<file path="config.mk">
export PLATFORM = sky130hd
export DESIGN_NAME = rtc_time_keeper
export DESIGN_NICKNAME = d
export VERILOG_FILES = /design/src/rtl/rtc_pkg.sv /design/src/rtl/rtc_time_keeper_prescaler.sv /design/src/rtl/rtc_time_keeper.sv
export SDC_FILE = /design/constraint.sdc
export NUM_CORES = 1
export LEC_CHECK = 0
export CAP_MARGIN = 20
export CORE_MARGIN = 3
export CORE_UTILIZATION = 36
export CTS_BUF_LIST = sky130_fd_sc_hd__clkbuf_8
export DETAILED_ROUTE_END_ITERATION = 8
export PLACE_DENSITY = 0.66
export SLEW_MARGIN = 20
export SYNTH_ARGS = -nofsm -noshare
export SYNTH_HDL_FRONTEND = slang
export SYNTH_SLANG_ARGS = --single-unit
</file>
<file path="constraint.sdc">
create_clock -name CLK -period 4.5 [get_ports CLK]
set_input_delay 0.9 -clock CLK [delete_from_list [all_inputs] [get_ports CLK]]
set_output_delay 0.9 -clock CLK [all_outputs]
set_load 0.01 [all_outputs]
</file>
<file path="src/rtl/rtc_pkg.sv">
// Shared constants for the RTC time keeper and its key/mode controller:
// field packing of TIME/DATE/ALARM, MODE bit meanings, mode encodings,
// the reset date and the month-length helper.
package rtc_pkg;

    // TIME packing: [17] flag, [16:12] hour, [11:6] min, [5:0] sec
    localparam int unsigned TIME_FLAG_BIT = 17;
    localparam int unsigned TIME_HOUR_LSB = 12;
    localparam int unsigned TIME_MIN_LSB  = 6;
    localparam int unsigned TIME_SEC_LSB  = 0;
    localparam int unsigned HOUR_W        = 5;
    localparam int unsigned MIN_W         = 6;
    localparam int unsigned SEC_W         = 6;

    // DATE packing: [15:9] year, [8:5] month, [4:0] day
    localparam int unsigned DATE_YEAR_LSB = 9;
    localparam int unsigned DATE_MON_LSB  = 5;
    localparam int unsigned DATE_DAY_LSB  = 0;
    localparam int unsigned YEAR_W        = 7;
    localparam int unsigned MON_W         = 4;
    localparam int unsigned DAY_W         = 5;

    // MODE bit indices
    localparam int unsigned MODE_ALARM_SEL = 5;
    localparam int unsigned MODE_STOP      = 0;

    // Mode encodings shared with the key controller; every editing mode
    // freezes counting, only the alarm editor selects the alarm target.
    typedef enum logic [5:0] {
        RTC_RUN       = 6'b000000,
        RTC_SET_MIN   = 6'b000011,
        RTC_SET_HOUR  = 6'b000111,
        RTC_SET_DATE  = 6'b001111,
        RTC_SET_TIME  = 6'b011111,
        RTC_SET_ALARM = 6'b110011
    } rtc_mode_e;

    // Year 0, January 1st
    localparam logic [15:0] RESET_DATE = 16'h0021;

    // Month length; every year divisible by four is a leap year in 00-99
    function automatic logic [DAY_W-1:0] days_in_month(input logic [MON_W-1:0] month,
                                                       input logic [YEAR_W-1:0] year);
        logic [DAY_W-1:0] days;
        case (month)
            4'd2:                    days = (year[1:0] == 2'b00) ? 5'd29 : 5'd28;
            4'd4, 4'd6, 4'd9, 4'd11: days = 5'd30;
            default:                 days = 5'd31;
        endcase
        return days;
    endfunction

endpackage

</file>
<file path="src/rtl/rtc_time_keeper_prescaler.sv">
// Divides CLK down to a one-cycle-per-second TICK.
module rtc_prescaler #(
    parameter int unsigned TICKS_PER_SEC = 100
) (
    input  logic CLK,
    input  logic RESETN,
    input  logic HOLD,
    input  logic CLR,
    output logic TICK
);

    localparam int unsigned CW = (TICKS_PER_SEC < 2) ? 1 : $clog2(TICKS_PER_SEC);
    localparam logic [CW-1:0] TERMINAL = CW'(TICKS_PER_SEC - 1);

    logic [CW-1:0] cnt_q, cnt_d;

    // Count 0..TERMINAL; HOLD parks the counter at 0, CLR restarts the second
    always_comb begin
        TICK = ~HOLD & (cnt_q == TERMINAL);
        if (HOLD | CLR) begin
            cnt_d = '0;
        end else if (cnt_q == TERMINAL) begin
            cnt_d = '0;
        end else begin
            cnt_d = cnt_q + CW'(1);
        end
    end

    // Counter register with synchronous active-low reset
    always_ff @(posedge CLK) begin
        if (!RESETN) begin
            cnt_q <= '0;
        end else begin
            cnt_q <= cnt_d;
        end
    end

endmodule

</file>
<file path="src/rtl/rtc_time_keeper.sv">
// Running time, calendar date and alarm store for the RTC; loads edited
// values from the key controller and rings the alarm on a match.
module rtc_time_keeper #(
    parameter int unsigned TICKS_PER_SEC = 100,
    parameter int unsigned ALARM_SECS    = 30
) (
    input  logic        CLK,
    input  logic        RESETN,
    input  logic [5:0]  MODE,
    input  logic        SETTING,
    input  logic [17:0] LOAD_TIME,
    input  logic [15:0] LOAD_DATE,
    input  logic [16:0] LOAD_ALARM,
    input  logic        ALARM_ENABLE,
    output logic [17:0] TIME,
    output logic [15:0] DATE,
    output logic [16:0] ALARM_TIME,
    output logic        SEC_TICK,
    output logic        ALARM_HIT,
    output logic        ALARM_ACTIVE
);

    import rtc_pkg::*;

    localparam int unsigned ACW = (ALARM_SECS < 2) ? 1 : $clog2(ALARM_SECS + 1);

    logic              presc_tick;
    logic              set_edge, time_load, alarm_load, inc, match;

    logic              setting_armed_q, setting_armed_d;
    logic              flag_q, flag_d;
    logic [HOUR_W-1:0] hour_q, hour_d;
    logic [MIN_W-1:0]  min_q, min_d;
    logic [SEC_W-1:0]  sec_q, sec_d;
    logic [YEAR_W-1:0] year_q, year_d;
    logic [MON_W-1:0]  mon_q, mon_d;
    logic [DAY_W-1:0]  day_q, day_d;
    logic [HOUR_W-1:0] al_hour_q, al_hour_d;
    logic [MIN_W-1:0]  al_min_q, al_min_d;
    logic [SEC_W-1:0]  al_sec_q, al_sec_d;
    logic              sec_tick_q, sec_tick_d;
    logic              alarm_hit_q, alarm_hit_d;
    logic              alarm_active_q, alarm_active_d;
    logic [ACW-1:0]    ring_cnt_q, ring_cnt_d;

    logic [HOUR_W-1:0] ld_hour, ld_al_hour, n_hour;
    logic [MIN_W-1:0]  ld_min, ld_al_min, n_min;
    logic [SEC_W-1:0]  ld_sec, ld_al_sec, n_sec;
    logic [YEAR_W-1:0] ld_year, n_year;
    logic [MON_W-1:0]  ld_mon, n_mon;
    logic [DAY_W-1:0]  ld_day, ld_dim, cur_dim, n_day;

    // MODE[4:1] select the controller's editing field and have no meaning here
    logic unused_mode_bits;
    assign unused_mode_bits = ^MODE[4:1];

    rtc_prescaler #(.TICKS_PER_SEC(TICKS_PER_SEC)) u_prescaler (
        .CLK    (CLK),
        .RESETN (RESETN),
        .HOLD   (MODE[MODE_STOP]),
        .CLR    (time_load),
        .TICK   (presc_tick)
    );

    // Load command decode and range-sanitised load values
    always_comb begin
        // armed = "SETTING was low last cycle"; resetting it to 0 keeps a
        // SETTING level held through reset from counting as a fresh edge
        set_edge        = SETTING & setting_armed_q;
        setting_armed_d = ~SETTING;
        time_load       = set_edge & ~MODE[MODE_ALARM_SEL];
        alarm_load      = set_edge &  MODE[MODE_ALARM_SEL];
        // only a time load restarts the second; an alarm load lets the tick through
        inc             = presc_tick & ~time_load;

        ld_hour = LOAD_TIME[TIME_HOUR_LSB +: HOUR_W];
        ld_min  = LOAD_TIME[TIME_MIN_LSB  +: MIN_W];
        ld_sec  = LOAD_TIME[TIME_SEC_LSB  +: SEC_W];
        if (ld_hour > 5'd23) ld_hour = '0;
        if (ld_min  > 6'd59) ld_min  = '0;
        if (ld_sec  > 6'd59) ld_sec  = '0;

        ld_year = LOAD_DATE[DATE_YEAR_LSB +: YEAR_W];
        ld_mon  = LOAD_DATE[DATE_MON_LSB  +: MON_W];
        ld_day  = LOAD_DATE[DATE_DAY_LSB  +: DAY_W];
        if (ld_year > 7'd99) ld_year = '0;
        if ((ld_mon == 4'd0) || (ld_mon > 4'd12)) ld_mon = 4'd1;
        ld_dim = days_in_month(ld_mon, ld_year);
        if (ld_day == 5'd0) begin
            ld_day = 5'd1;
        end else if (ld_day > ld_dim) begin
            ld_day = ld_dim;
        end

        ld_al_hour = LOAD_ALARM[TIME_HOUR_LSB +: HOUR_W];
        ld_al_min  = LOAD_ALARM[TIME_MIN_LSB  +: MIN_W];
        ld_al_sec  = LOAD_ALARM[TIME_SEC_LSB  +: SEC_W];
        if (ld_al_hour > 5'd23) ld_al_hour = '0;
        if (ld_al_min  > 6'd59) ld_al_min  = '0;
        if (ld_al_sec  > 6'd59) ld_al_sec  = '0;
    end

    // One-second increment with the full sec..year carry chain
    always_comb begin
        cur_dim = days_in_month(mon_q, year_q);
        n_hour  = hour_q;
        n_min   = min_q;
        n_sec   = sec_q;
        n_year  = year_q;
        n_mon   = mon_q;
        n_day   = day_q;
        if (sec_q >= 6'd59) begin
            n_sec = '0;
            if (min_q >= 6'd59) begin
                n_min = '0;
                if (hour_q >= 5'd23) begin
                    n_hour = '0;
                    if (day_q >= cur_dim) begin
                        n_day = 5'd1;
                        if (mon_q >= 4'd12) begin
                            n_mon  = 4'd1;
                            n_year = (year_q >= 7'd99) ? '0 : year_q + 7'd1;
                        end else begin
                            n_mon = mon_q + 4'd1;
                        end
                    end else begin
                        n_day = day_q + 5'd1;
                    end
                end else begin
                    n_hour = hour_q + 5'd1;
                end
            end else begin
                n_min = min_q + 6'd1;
            end
        end else begin
            n_sec = sec_q + 6'd1;
        end
    end

    // Next state: load beats increment; alarm match and ring countdown
    always_comb begin
        flag_d = LOAD_TIME[TIME_FLAG_BIT];
        hour_d = hour_q;
        min_d  = min_q;
        sec_d  = sec_q;
        year_d = year_q;
        mon_d  = mon_q;
        day_d  = day_q;
        if (time_load) begin
            hour_d = ld_hour;
            min_d  = ld_min;
            sec_d  = ld_sec;
            year_d = ld_year;
            mon_d  = ld_mon;
            day_d  = ld_day;
        end else if (inc) begin
            hour_d = n_hour;
            min_d  = n_min;
            sec_d  = n_sec;
            year_d = n_year;
            mon_d  = n_mon;
            day_d  = n_day;
        end

        al_hour_d = al_hour_q;
        al_min_d  = al_min_q;
        al_sec_d  = al_sec_q;
        if (alarm_load) begin
            al_hour_d = ld_al_hour;
            al_min_d  = ld_al_min;
            al_sec_d  = ld_al_sec;
        end

        match = inc & ALARM_ENABLE &
                ({n_hour, n_min, n_sec} == {al_hour_q, al_min_q, al_sec_q});

        alarm_active_d = alarm_active_q;
        ring_cnt_d     = ring_cnt_q;
        if (!ALARM_ENABLE) begin
            alarm_active_d = 1'b0;
            ring_cnt_d     = '0;
        end else if (match) begin
            alarm_active_d = 1'b1;
            ring_cnt_d     = ACW'(ALARM_SECS);
        end else if (inc && alarm_active_q) begin
            if (ring_cnt_q <= ACW'(1)) begin
                alarm_active_d = 1'b0;
                ring_cnt_d     = '0;
            end else begin
                ring_cnt_d = ring_cnt_q - ACW'(1);
            end
        end

        sec_tick_d  = inc;
        alarm_hit_d = match;
    end

    // State registers with synchronous active-low reset
    always_ff @(posedge CLK) begin
        if (!RESETN) begin
            setting_armed_q <= 1'b0;
            flag_q          <= 1'b0;
            hour_q          <= '0;
            min_q           <= '0;
            sec_q           <= '0;
            year_q          <= RESET_DATE[DATE_YEAR_LSB +: YEAR_W];
            mon_q           <= RESET_DATE[DATE_MON_LSB  +: MON_W];
            day_q           <= RESET_DATE[DATE_DAY_LSB  +: DAY_W];
            al_hour_q       <= '0;
            al_min_q        <= '0;
            al_sec_q        <= '0;
            sec_tick_q      <= 1'b0;
            alarm_hit_q     <= 1'b0;
            alarm_active_q  <= 1'b0;
            ring_cnt_q      <= '0;
        end else begin
            setting_armed_q <= setting_armed_d;
            flag_q          <= flag_d;
            hour_q          <= hour_d;
            min_q           <= min_d;
            sec_q           <= sec_d;
            year_q          <= year_d;
            mon_q           <= mon_d;
            day_q           <= day_d;
            al_hour_q       <= al_hour_d;
            al_min_q        <= al_min_d;
            al_sec_q        <= al_sec_d;
            sec_tick_q      <= sec_tick_d;
            alarm_hit_q     <= alarm_hit_d;
            alarm_active_q  <= alarm_active_d;
            ring_cnt_q      <= ring_cnt_d;
        end
    end

    assign TIME         = {flag_q, hour_q, min_q, sec_q};
    assign DATE         = {year_q, mon_q, day_q};
    assign ALARM_TIME   = {al_hour_q, al_min_q, al_sec_q};
    assign SEC_TICK     = sec_tick_q;
    assign ALARM_HIT    = alarm_hit_q;
    assign ALARM_ACTIVE = alarm_active_q;

endmodule

</file>
======== Yosys cells after proc, flatten, opt, wreduce, memory -nomap -nowiden ========
Index checks and enable logic that the tools add are counted.
operators by class
  bitwise operators ....................... 14
  multiply operators ...................... 0
  shift-type cells ........................ 0
  multiplexer cells ....................... 53
  reduce and logical (&&, ||, !) cells .... 23
  add/subtract/negate cells ............... 8
  equality and inequality tests ........... 12
  order comparisons ....................... 16
  div/mod/pow operators ................... 0
operators by type and width
  operator               number
  $mux W5                18
  $mux W6                11
  $mux W7                9
  $mux W4                8
  $gt A6 B6 Y1 const B   4
  $eq A17 B17 Y1         1
  $eq A4 B3 Y1 const B   4
  $eq A4 B4 Y1 const B   4
  $reduce_bool A2 Y1     8
  $add A7 B1 Y7 const B  2
  $add A6 B1 Y6 const B  2
  $ge A6 B6 Y1 const B   2
  $add A5 B1 Y5 const B  2
  $gt A5 B5 Y1 const B   2
  $eq A4 B2 Y1 const B   2
  $pmux W2 S2            2
  $reduce_or A4 Y1       2
  $and A1 B1 Y1          7
  $eq A7 B7 Y1 const B   1
  $ge A7 B7 Y1 const B   1
  $gt A7 B7 Y1 const B   1
  $not A1 Y1             6
  $reduce_and A6 Y1      1
  $reduce_or A3 Y1       2
  18 further kinds       24
word-level totals
  register bits ........................... 67
  bits in read-only memories .............. 0
  output and inout bits ................... 54
  memories kept ........................... 0
  latch bits .............................. 0
  word-level logic and storage cells ...... 143
  bits in writable memories ............... 0

======== Longest topological paths before layout ========
  depth after elaboration ................. 10
  depth in mapped cells ................... 14
  depth with buffers taken out ............ 13

======== Cells and area by module ========
A second synthesis with hierarchy kept.
unflattened totals
  cells, all modules ...................... 550
  area, all modules ....................... 4324.1 µm²
modules (own cells, without submodules)
  module           seq. area each (µm²)  cells an instance  instances  area each (µm²)
  rtc_time_keeper  1201.2                519                1          4037.6
  rtc_prescaler    140.1                 31                 1          286.5

======== Worst setup path after synthesis ========
OpenSTA, ideal clock, no wires.
  path kind ............................... input -> register
  start point ............................. input port LOAD_DATE[5]
  end point ............................... register day_q[1]
  buffers on the path ..................... 0
  setup slack ............................. 1.611 ns
  cell stages on the path ................. 10
  arrival time ............................ 2.761 ns
  setup time .............................. 0.128 ns
  cells stage by stage .................... or4b_2 > nor3_1 > a211oi_1 > ha_1 > a21oi_1 > o21ai_0 > mux2i_1 > o21ai_0 > mux2i_1 > nor2_1
between the ends
  longest elaborated chain between the ends .. 10
ends and longest elaborated chain
  what                                              RTL line                source
  start: declaration                                rtc_time_keeper.sv:12   input logic [15:0] LOAD_DATE,
  $gt A4 B4 Y1 or $logic_not A4 Y1 (tied branches)  rtc_time_keeper.sv:87   if ((ld_mon == 4'd0) || (ld_mon > 4'd12)) ld_mon = 4'd1;
  $logic_or A1 B1 Y1                                rtc_time_keeper.sv:87
  $mux W4 *                                         rtc_time_keeper.sv:87
  $eq A4 B3 Y1 or $eq A4 B4 Y1 (tied branches)      rtc_pkg.sv:45           case (month)
  $reduce_or A4 Y1                                  rtc_pkg.sv:45
  $pmux W2 S2 *                                     rtc_pkg.sv:45
  $gt A5 B5 Y1                                      rtc_time_keeper.sv:91   end else if (ld_day > ld_dim) begin
  $mux W5 *                                         rtc_time_keeper.sv:91
  $mux W5 *                                         rtc_time_keeper.sv:89   if (ld_day == 5'd0) begin
  $mux W5 *                                         rtc_time_keeper.sv:149  if (time_load) begin
  end signal: assignment                            rtc_time_keeper.sv:208  day_q <= RESET_DATE[DATE_DAY_LSB +: DAY_W];
  end signal: assignment                            rtc_time_keeper.sv:224  day_q <= day_d;
  end: declaration                                  rtc_time_keeper.sv:37   logic [DAY_W-1:0] day_q, day_d;
Mark *: on every way between the ends. The rest lies on a longest branch, timed or not.
A chain may end at the register's enable or synchronous reset.

======== Worst setup path in the final report ========
  start point ............................. input port LOAD_DATE[5]
  end point ............................... register day_q[0]
Same word-level chain as after synthesis.

==> results.yml <==
critical_path:
  critical_path_class: "in2reg"
  cp_num_buf_inv: 1
  cp_max_fo: 6
  critPathArrivalTime_ns: 3.51
  critical_path.max_stage_delay_ns: 0.75
  critPathSlowestCell: "or4b_2"
  critPathTopFamily: "simple AND/OR/NAND/NOR gates"
  end_kind: "flip-flop"
  crit_chain: "clkdlybuf4s50_1 > or4b_2 > nor3_1 > a211oi_1 > ha_1 > a21oi_1 > o21ai_0 > nor2_1 > a21oi_1 > o21ai_0 > o211ai_1"
  start_kind: "input pin"
  critPathRequiredTime_ns: 4.71
layout:
  fin_area_sq_um: 5610
  syn2layout_area_growth_pct: 33.3
  fillCellCount: 1155
  antenna_cells: 0
  final_layout_size_suffix_gt1_share_pct: 5.82
  seqCellArea_sq_um: 1340
  multi_input_area_sq_um: 2650
  layout.cells.non_filler: 776
  nets: 709
clock_tree:
  clkTransAtPathRegs_ns: 0.08
  cts_resized: 0
  ctsHoldBuffers: 0
  cts_tree: "built"
  clk_latency_ns: 0.34
  cts.sinks: 67
  post_cts_buffers: 0
  cts-root-buf: "clkbuf_8"
  cts-htree-levels: 3
  cts_made_buffers: 9
  cts.path.max_buffers: 2
power:
  pwr_density_cell_nw_per_um2: 238
  power_leakage_nw: 1.95
  ir_drop_mv: 0.155
logic_synthesis:
  synthCells: 534
  yosysSeqAreaShare_pct: 31.9
  netlist_area_sq_um: 4210
  ys_seq_elements: 67
  synth_common_cells: "nor2_1 (71), dfxtp_1 (67), a21oi_1 (51)"
  yosysWarnings: 0
  synth_area_leaders: "dfxtp_1 (32%), nor2_1 (6.3%), a21oi_1 (6.1%)"
  synth_edf_count: 0
  synth.net_count: 612
  synth_flop_cell: "dfxtp_1"
  synth_cell_types: 68
  synth_area_per_cell_sq_um: 7.88
  yosysTopAreaCell: "dfxtp_1"
  async_reset_ff_share_pct: 0
  synth_most_common_cell: "nor2_1"
  synth.top_cell.area_share_pct: 31.9
drt:
  num_vias: 4342
  viasPerCell: 5.60
  first_pass_iters: 4
  drc: 0
  routed_wl_mm: 12.7
  dr.first_iter.drc_count: 264
  wl_per_cell_microns: 16.4
  ant_nets: 0
grt:
  antenna_found_initial: 0
  grt_max_degree: 45
  grt_use_total_pct: 19.5
  use_met2_pct: 31.9
  grt_pass1_vias: 4029
  gr-usage-met3_pct: 3.96
  grt.overflow.total: 0
  grt.busiest_layer: "met2"
  grt_pass1_wl_mm: 20.5
  met1_usage_pct: 26.0
sta:
  final-hold-violation-count: 0
  drv_slew: 0
  setup_viol: 0
  rsz0062_at_grt: "false"
  worst_pin_slew_ns: 0.843
  fin_skew_ns: 0.0112
  tns_ns: 0
  clock.fmax_ghz: 0.302
  final.period_utilization_pct: 73.5
  fin_ws_ns: 1.19
  slew_headroom_pct: 43.6
  fin_hold_ws_ns: 0.472
  finalCriticalPeriod_ns: 3.31
die:
  die-area_sq_um: 13000
  chipHeight_microns: 114
  die_w_microns: 114
  start_util_pct: 37.8
  io_pins: 115
  core_sq_um: 11100
  rows: 38
place:
  place_hpwl_mm: 9.62
  placed_area_sq_um: 5380
  port-buffer-count: 110
  post-place-ws_ns: 0.891
  gp_congestion: 0.927
  place_inst: 760
flow_run:
  drv_cap: 0
worst_hold_path:
  hold_path.class: "reg2reg"
status:
  status: "completed"
==> kinds of logic (layout without fill, tap and decap cells) <==
| logic type | Yosys count | count (layout) | share of synthesized area (%) |
|---|---|---|---|
| muxes | 3 | 3 | 0.714 |
| adders and majority gates | 18 | 18 | 5.30 |
| buffers and inverters | 47 | 149 | 5.03 |
| xor gates and xnor gates | 15 | 15 | 3.12 |
| DFF | 67 | 67 | 31.9 |
| and+or+nand+nor | 214 | 214 | 25.9 |
| AOI/OAI and AO/OA | 170 | 170 | 28.1 |
==> stage by stage <==
step / power (mW) / util [%]
floorplan: 0.684 / -
global placement: 0.773 / 48.3
detailed placement: 0.775 / 48.3
CTS: 1.35 / 50.4
global route: 1.39 / 50.4
finish: 1.33 / 50.4
==> cell usage in the layout, fill, tap and decap left out, drive strengths merged, types with 7 or more instances in the layout <==
| cell | synthesis | routed |
|---|---|---|
| nor3b | 7 | 7 |
| nand3 | 30 | 30 |
| nor3 | 11 | 11 |
| clkbuf | 15 | 10 |
| nand2 | 42 | 42 |
| a31oi | 7 | 7 |
| ha | 17 | 17 |
| xnor2 | 9 | 9 |
| a21oi | 51 | 51 |
| a22oi | 18 | 18 |
| nor4 | 10 | 10 |
| nor2 | 72 | 72 |
| clkdlybuf4s50 | 0 | 110 |
| o211ai | 8 | 8 |
| a211oi | 9 | 9 |
| o21ai | 30 | 30 |
| dfxtp | 67 | 67 |
| inv | 16 | 18 |
==> per-layer routing <==
metal | part of all wire (%) | wire length, microns | vias up
li1 | - | - | 2194
met1 | 46 | 5800 | 2010
met2 | 48 | 6060 | 127
met3 | 5.2 | 664 | 11
met4 | 1.6 | 204 | 0
met5 | 0 | 0 | -
==> report_power, final <==
group	total [mW]	internal [mW]	switching, mW
clock network	0.570	0.328	0.242
logic	0.146	0.0812	0.0647
registers	0.616	0.601	0.0144
==> layout make-up <==
| class | count | area share, % |
|---|---|---|
| inverter | 17 | 1.14 |
| clock buffer | 10 | 2.46 |
| clock inverter | 6 | 1.58 |
| multi-input combinational | 420 | 47.3 |
| timing repair buffer | 116 | 20.4 |
| sequential | 67 | 23.9 |
| tap | 140 | 3.12 |
==> flip-flops by register name, summed over array words and instances, names as in the netlist, 6 cells and up <==
name	cells
al_min_q	6
al_sec_q	6
min_q	6
sec_q	6
u_prescaler.cnt_q	7
year_q	7
==> path summary, 6_finish.rpt <==
kind / start / endpoint / slack [ns] / depth (start not counted)
max: LOAD_DATE[5] / day_q[0] / 1.19 / 11
min: u_prescaler.cnt_q[0] / u_prescaler.cnt_q[0] / 0.47 / 1
max reg2reg: sec_q[0] / ring_cnt_q[0] / 1.23 / 8
min reg2reg: u_prescaler.cnt_q[0] / u_prescaler.cnt_q[0] / 0.47 / 1
No activity file was read; power rests on OpenSTA's default activity.
